===== src/rtl/lfsr.sv =====
// Free-running maximal-length Fibonacci LFSR; shifts left with feedback into bit 0.
// Latency: out is the register itself and advances on every rising edge while rst=0.
// No backpressure: no enable or load, so the sequence never stalls.
module lfsr #(
  parameter int               WIDTH = 4,
  parameter logic [WIDTH-1:0] SEED  = WIDTH'(1)
) (
  input  logic             clk,
  input  logic             rst,
  output logic [WIDTH-1:0] out
);

  // Feedback tap masks for maximal-length polynomials, one per supported width.
  function automatic logic [15:0] tap_mask(input int w);
    logic [15:0] m;
    case (w)
      3:       m = 16'h0006;  // [2,1]
      4:       m = 16'h000C;  // [3,2]
      5:       m = 16'h0014;  // [4,2]
      6:       m = 16'h0030;  // [5,4]
      7:       m = 16'h0060;  // [6,5]
      8:       m = 16'h00B8;  // [7,5,4,3]
      9:       m = 16'h0110;  // [8,4]
      10:      m = 16'h0240;  // [9,6]
      11:      m = 16'h0500;  // [10,8]
      12:      m = 16'h0829;  // [11,5,3,0]
      13:      m = 16'h100D;  // [12,3,2,0]
      14:      m = 16'h2015;  // [13,4,2,0]
      15:      m = 16'h6000;  // [14,13]
      16:      m = 16'hD008;  // [15,14,12,3]
      default: m = 16'h0000;
    endcase
    return m;
  endfunction

  localparam logic [15:0]      TAP_ALL  = tap_mask(WIDTH);
  localparam logic [WIDTH-1:0] TAPS     = TAP_ALL[WIDTH-1:0];
  // An all-zero seed would lock the register up, so substitute 1.
  localparam logic [WIDTH-1:0] EFF_SEED = (SEED == '0) ? WIDTH'(1) : SEED;

  // Only widths with a table entry are meaningful.
  if (WIDTH < 3 || WIDTH > 16) begin : g_bad_width
    $error("lfsr: WIDTH must be in 3..16");
  end

  logic [WIDTH-1:0] r_state;
  logic             w_fb;
  logic             w_zero;

  // Feedback is the XOR of the tapped bits; zero detect drives the lock-up guard.
  always_comb begin
    w_fb   = ^(r_state & TAPS);
    w_zero = (r_state == '0);
  end

  // State register: reset wins, then zero-state recovery, otherwise shift left.
  always_ff @(posedge clk) begin
    if (rst) begin
      r_state <= EFF_SEED;
    end else if (w_zero) begin
      r_state <= EFF_SEED;
    end else begin
      r_state <= {r_state[WIDTH-2:0], w_fb};
    end
  end

  assign out = r_state;

endmodule


===== config.mk =====
export PLATFORM = sky130hd
export DESIGN_NAME = lfsr
export DESIGN_NICKNAME = d
export VERILOG_FILES = /design/src/rtl/lfsr.sv
export SDC_FILE = /design/constraint.sdc
export NUM_CORES = 1
export LEC_CHECK = 0
export CAP_MARGIN = 40
export CORE_AREA = 2 2 39 41
export DETAILED_ROUTE_END_ITERATION = 12
export DIE_AREA = 0 0 41 43
export DONT_BUFFER_PORTS = 1
export MAX_ROUTING_LAYER = met4
export PLACE_DENSITY_LB_ADDON = 0.15
export SLEW_MARGIN = 20
export SYNTH_ARGS = -nofsm -noshare
export SYNTH_HDL_FRONTEND = slang
export SYNTH_SLANG_ARGS = --single-unit

===== constraint.sdc =====
create_clock -name clk -period 1.29 [get_ports clk]
set_input_delay 0.129 -clock clk [delete_from_list [all_inputs] [get_ports clk]]
set_output_delay 0.129 -clock clk [all_outputs]
set_load 0.01 [all_outputs]

==> results of run 1 <==
Yosys cell counts:
| master | number | area [um^2] |
|---|---|---|
| nor3b_1 | 1 | 7.51 |
| or3_1 | 1 | 6.26 |
| dfxtp_1 | 4 | 80.1 |
| ha_1 | 1 | 12.5 |
| nor3_1 | 1 | 5.00 |
| nor2b_1 | 2 | 12.5 |
| inv_1 | 2 | 7.51 |
critical path: stages, from the launching register on:
cell	delay (ns)
dfxtp_1	0.32
inv_1	0.06
ha_1	0.18
nor3b_1	0.14
or3_1	0.31
repair_timing:
action	CTS	global route
setup buffers	0	0
hold endpoints to repair	3	0
resized for setup	0	0
setup endpoints to repair	0	0
hold buffers	1	0
placed cells by master, fill, tap and decap left out:
master and count:
buf_4 2, clkbuf_4 3, dfxtp_1 4, dlygate4sd3_1 1, ha_1 1, inv_1 2
nor2b_1 2, nor3_1 1, nor3b_1 1, or3_1 1
per-layer routing:
metal | GRT usage, % | vias to the layer above | share of wire [%]
met4 | 0 | 0 | 0
met5 | - | - | 0
met3 | 7.33 | 0 | 23
li1 | - | 50 | -
met1 | 3.92 | 36 | 54
met2 | 3.44 | 7 | 22
cells by family after synthesis:
| kind of cell | Yosys count |
|---|---|
| adders and majority gates | 1 |
| DFF | 4 |
| buffers and inverters | 2 |
| and+or+nand+nor | 5 |
metrics by stage:
stage	util [%]	power, mW	cell area [um^2]
after floorplan	-	0.160	131
after global placement	12.0	0.169	166
after detailed placement	12.0	0.169	166
after CTS	14.4	0.327	199
after global routing	14.4	0.343	199
final	14.4	0.320	199
worst min-delay path by stage:
stage          startpoint                 to  slack (ns)  cells past startpoint
3_5_place_dp          rst  out[2]$_SDFF_PP0_        0.20                      1
5_1_grt               rst  out[0]$_SDFF_PP1_        0.02                      1
6_report              rst  out[0]$_SDFF_PP1_        0.02                      1
2_1_floorplan         rst  out[1]$_SDFF_PP0_        0.20                      1
4_1_cts               rst  out[0]$_SDFF_PP1_       0.006                      1
3_3_place_gp          rst  out[1]$_SDFF_PP0_        0.20                      1
report_power, final:
group | total, mW | switching (mW) | internal, mW
combinational | 0.0249 | 0.0104 | 0.0145
clock | 0.149 | 0.0456 | 0.104
sequential | 0.146 | 0.0107 | 0.135
layout make-up:
cell class / count / share of cell area, %
Tap cell: 16 / 10.1
Multi-Input combinational cell: 6 / 22.0
Inverter: 2 / 3.77
Timing Repair Buffer: 3 / 12.6
Clock buffer: 3 / 11.3
Sequential cell: 4 / 40.3
==> key figures, run 1 <==
Status
  – Outcome: finished, final reports clean

Cells and area
  – Fill cell count: 152
  – Multi-input gate area: 43.8 um^2
  – Final non-filler cell total: 34
  – Final net count: 23
  – Number of diodes: 0
  – Register area: 80.1 um^2
  – Layout cell share with drive strength beyond 1: 27.8%
  – Largest register FFs: 4
  – P&R area growth vs syn: 51.4%

Synthesis
  – Cell area after synthesis: 131 um^2
  – Seq cells post-synth: 4
  – Post-Synth XOR/XNOR Area: 0%
  – Synth Area in Simple Gates: 23.8%
  – Post-synthesis adder-cell area fraction: 9.52%
  – Register area share after synthesis: 61.0%
  – Synth warn: 0
  – Syn nets: 15
  – Multiplexer share of the synthesized area: 0%
  – Post-Syn Instances: 12
  – Average cell area after synthesis: 10.9 um^2
  – Compound-gate portion of the synthesized area: 0%
  – Yosys cell types: 7
  – Largest family of logic cells by synthesized area: simple AND/OR/NAND/NOR gates

Placed design
  – GP Congestion: 0.543
  – Port Buf Inserts: 0
  – DP Cell Count: 30
  – Pre-CTS setup slack: 0.183 ns

Min path
  – Hold/Removal Path Class: in -> reg

Floorplan
  – Number of I/O pins: 6
  – Core Region: 1380 um^2
  – Initial Utilization: 9.49%
  – Core Rows: 14
  – Die height: 43 um
  – Total die area: 1760 um^2
  – Die Width: 41 um

Drt
  – First-pass detailed-route iteration total: 1
  – DR vias/cell: 2.74
  – Iter 0 DRT Violations: 0
  – Via count: 93
  – DRC violations left: 0
  – Routed len/inst: 6.76 um
  – Total routed wirelength: 230 um
  – Final ANT Viol Nets: 0

Timing
  – Post-layout min period: 1.13 ns
  – RSZ-0062 raised after global routing: no
  – Final setup vio count: 0
  – Worst slew pin tran: 0.216 ns
  – Worst Skew: 0.00248 ns
  – Slew HR: 85.6%
  – Final Max Slew Viols: 0
  – Final worst slack: 0.155 ns
  – Final period util: 87.9%
  – Final Hold Fails: 0
  – Hold slack: 0.0173 ns
  – Final setup TNS: 0 ns
  – Achievable frequency: 881 MHz

Clock network
  – CTS Buf Count: 3
  – Root buf cell: clkbuf_4
  – Worst-path clk slew: 0.04 ns
  – H-tree levels: 1
  – CTS tree: built
  – # clock sinks: 4
  – CTS Buffer Depth: 2
  – Worst skew pair latency: 0.23 ns

Global route
  – First-pass GRT wire length: 386 um
  – Initial antenna violation count: 0
  – Largest net degree at the start of global routing: 4
  – GRT overflow: 0
  – Vias in the first global route: 112
  – Total GRT Usage: 3.83%

Setup path
  – Reg2Reg Depth: 4
  – Reg2reg start: out[2]$_SDFF_PP0_
  – Flop-to-flop setup slack: 0.16 ns
  – Setup crit start kind: register
  – Worst Setup EP: out[0]$_SDFF_PP1_
  – Crit-path max FO: 2
  – Crit path from: out[2]$_SDFF_PP0_
  – CP Data Arrival Time: 1.24 ns
  – Worst path required time: 1.39 ns
  – CP Capture Type: register
  – R2R Path End: out[0]$_SDFF_PP1_
  – Setup CP Type: reg -> reg

Power and ir drop
  – PwrDens: 1610 nW/um^2
  – Max rail drop VDD: 0.747 mV
  – Leak: 0.0805 nW

Run
  – Max Cap Viol: 0
Note: power is estimated with default switching activity, not from simulation.
==> run 2, diff against run 1 <==
Settings changed: CTS_BUF_LIST from default to sky130_fd_sc_hd__clkbuf_8.
==> key figures, run 2 (synthesis gave the netlist of run 1 again) <==
Power and ir drop
  – Switching share of power: 17.9% (was 20.9%)
  – Comb pwr share: 5.9% (was 7.8%)
  – Leak: 0.0882 nW (was 0.0805 nW)
  – Max rail drop VDD: 1.01 mV (was 0.747 mV)
  – P_sw: 76.0 uW (was 66.7 uW)
  – Sequential power share: 34.4% (was 45.5%)
  – Total power: 424 uW (was 320 uW)
  – Clk pwr share: 59.7% (was 46.7%)
  – PwrDens: 1950 nW/um^2 (was 1610 nW/um^2)
  – Internal: 348 uW (was 253 uW)

Setup path
  – Setup CP Type: reg -> reg (unchanged)
  – Setup crit start kind: register (unchanged)
  – Worst path required time: 1.37 ns (was 1.39 ns)
  – CP Capture Type: register (unchanged)
  – Crit-path max FO: 2 (unchanged)
  – CP Data Arrival Time: 1.22 ns (was 1.24 ns)

Drt
  – Total routed wirelength: 239 um (was 230 um)
  – Final ANT Viol Nets: 0 (unchanged)
  – Iter 0 DRT Violations: 0 (unchanged)
  – Routed len/inst: 7.03 um (was 6.76 um)
  – DR vias/cell: 2.71 (was 2.74)
  – First-pass detailed-route iteration total: 1 (unchanged)
  – Via count: 92 (was 93)
  – DRC violations left: 0 (unchanged)

Floorplan
  – Total die area: 1760 um^2 (unchanged)
  – Die height: 43 um (unchanged)
  – Core Region: 1380 um^2 (unchanged)
  – Core Rows: 14 (unchanged)
  – Die Width: 41 um (unchanged)
  – Initial Utilization: 9.49% (unchanged)
  – Number of I/O pins: 6 (unchanged)

Global route
  – First-pass GRT wire length: 414 um (was 386 um)
  – GRT overflow: 0 (unchanged)
  – Total GRT Usage: 4.14% (was 3.83%)
  – Initial antenna violation count: 0 (unchanged)
  – Vias in the first global route: 108 (was 112)
  – Largest net degree at the start of global routing: 4 (unchanged)

Cells and area
  – P&R area growth vs syn: 65.7% (was 51.4%)
  – Layout cell share with drive strength beyond 1: 27.8% (unchanged)
  – Most frequent cells in the layout: dfxtp_1 (4), clkbuf_8 (3), inv_1 (2), nor2b_1 (2), buf_4 (2) (was dfxtp_1 (4), clkbuf_4 (3), inv_1 (2), nor2b_1 (2), buf_4 (2))
  – Most common cell after layout, fill and taps aside: dfxtp_1 (unchanged)
  – Fill cell count: 151 (was 152)
  – Number of diodes: 0 (unchanged)
  – Final net count: 23 (unchanged)
  – Largest register FFs: 4 (unchanged)
  – Post-route cell area: 218 um^2 (was 199 um^2)

Status
  – Outcome: finished, final reports clean (unchanged)

Clock network
  – CTS tree: built (unchanged)
  – Setup bufs post-CTS: 0 (unchanged)
  – Worst-path clk slew: 0.03 ns (was 0.04 ns)
  – H-tree levels: 1 (unchanged)
  – Hold_buf cts: 1 (unchanged)
  – Worst skew pair latency: 0.21 ns (was 0.23 ns)
  – Gates resized, CTS repair: 0 (unchanged)
  – # clock sinks: 4 (unchanged)
  – CTS Buf Count: 3 (unchanged)
  – Root buf cell: clkbuf_8 (was clkbuf_4)
  – CTS Buffer Depth: 2 (unchanged)

Timing
  – Achievable frequency: 884 MHz (was 881 MHz)
  – Worst Skew: 0.00202 ns (was 0.00248 ns)
  – Final Hold Fails: 0 (unchanged)
  – Final period util: 87.7% (was 87.9%)
  – Post-layout min period: 1.13 ns (about the same)
  – Final worst slack: 0.159 ns (was 0.155 ns)
  – Final Max Slew Viols: 0 (unchanged)
  – Slew HR: 85.4% (was 85.6%)
  – Final setup vio count: 0 (unchanged)
  – Worst slew pin tran: 0.219 ns (was 0.216 ns)
  – Final setup TNS: 0 ns (unchanged)
  – RSZ-0062 raised after global routing: no (unchanged)

Min path
  – Hold/Removal Path Class: in -> reg (unchanged)

Placed design
  – Pre-CTS setup slack: 0.183 ns (unchanged)
  – GP Congestion: 0.543 (unchanged)
  – Port Buf Inserts: 0 (unchanged)
  – Area of placed instances: 166 um^2 (unchanged)

Run
  – Max Cap Viol: 0 (unchanged)
-- run 2: cell counts in the layout (fill, tap and decap cells not counted) --
No cell type changed its count.
-- run 2: final timing paths --
path	slack, ns	end	depth (start not counted)	start
worst min register to register	0.47	out[3]$_SDFF_PP0_	2	out[2]$_SDFF_PP0_
worst max-delay path	0.16	out[0]$_SDFF_PP1_	4	out[2]$_SDFF_PP0_
worst min-delay path	0.04	out[0]$_SDFF_PP1_	1	rst
worst max register to register	0.16	out[0]$_SDFF_PP1_	4	out[2]$_SDFF_PP0_
-- run 2: routing by layer --
| layer | wire length, um | up-vias | global-route usage [%] |
|---|---|---|---|
| li1 | - | 50 | - |
| met1 | 129 | 35 | 4.58 |
| met2 | 57 | 7 | 3.75 |
| met3 | 53 | 0 | 7.33 |
| met4 | 0 | 0 | 0 |
| met5 | 0 | - | - |
-- run 2: area by class of cell --
cell class              count  area, um^2  area share [%]
flip-flops and latches      4        80.1            36.8
multi-input cells           6        43.8            20.1
clock buffers               3        41.3            19.0
repair buffers              3        25.0            11.5
well taps                  16        20.0            9.20
inverters                   2        7.51            3.45
-- run 2: power by group through the flow --
stage               sequential (mW)  combinational [mW]  clock, mW
finish                        0.146              0.0250      0.253
global route                  0.147              0.0298      0.275
CTS                           0.146              0.0253      0.261
detailed placement            0.147              0.0214          0
global placement              0.147              0.0219          0
floorplan                     0.147              0.0124          0
-- run 2: through the flow --
stage / hold slack, ns / cells / utilization [%]
floorplan: 0.201 / 12 / -
global placement: 0.204 / 30 / 12.0
detailed placement: 0.203 / 30 / 12.0
CTS: 0.0265 / 34 / 15.7
global route: 0.0447 / 34 / 15.7
finish: 0.0353 / 34 / 15.7
-- run 2: critical path, cell delays in order (launching register included) --
cell     delay (ns)
dfxtp_1        0.31
inv_1          0.06
ha_1           0.18
nor3b_1        0.14
or3_1          0.31
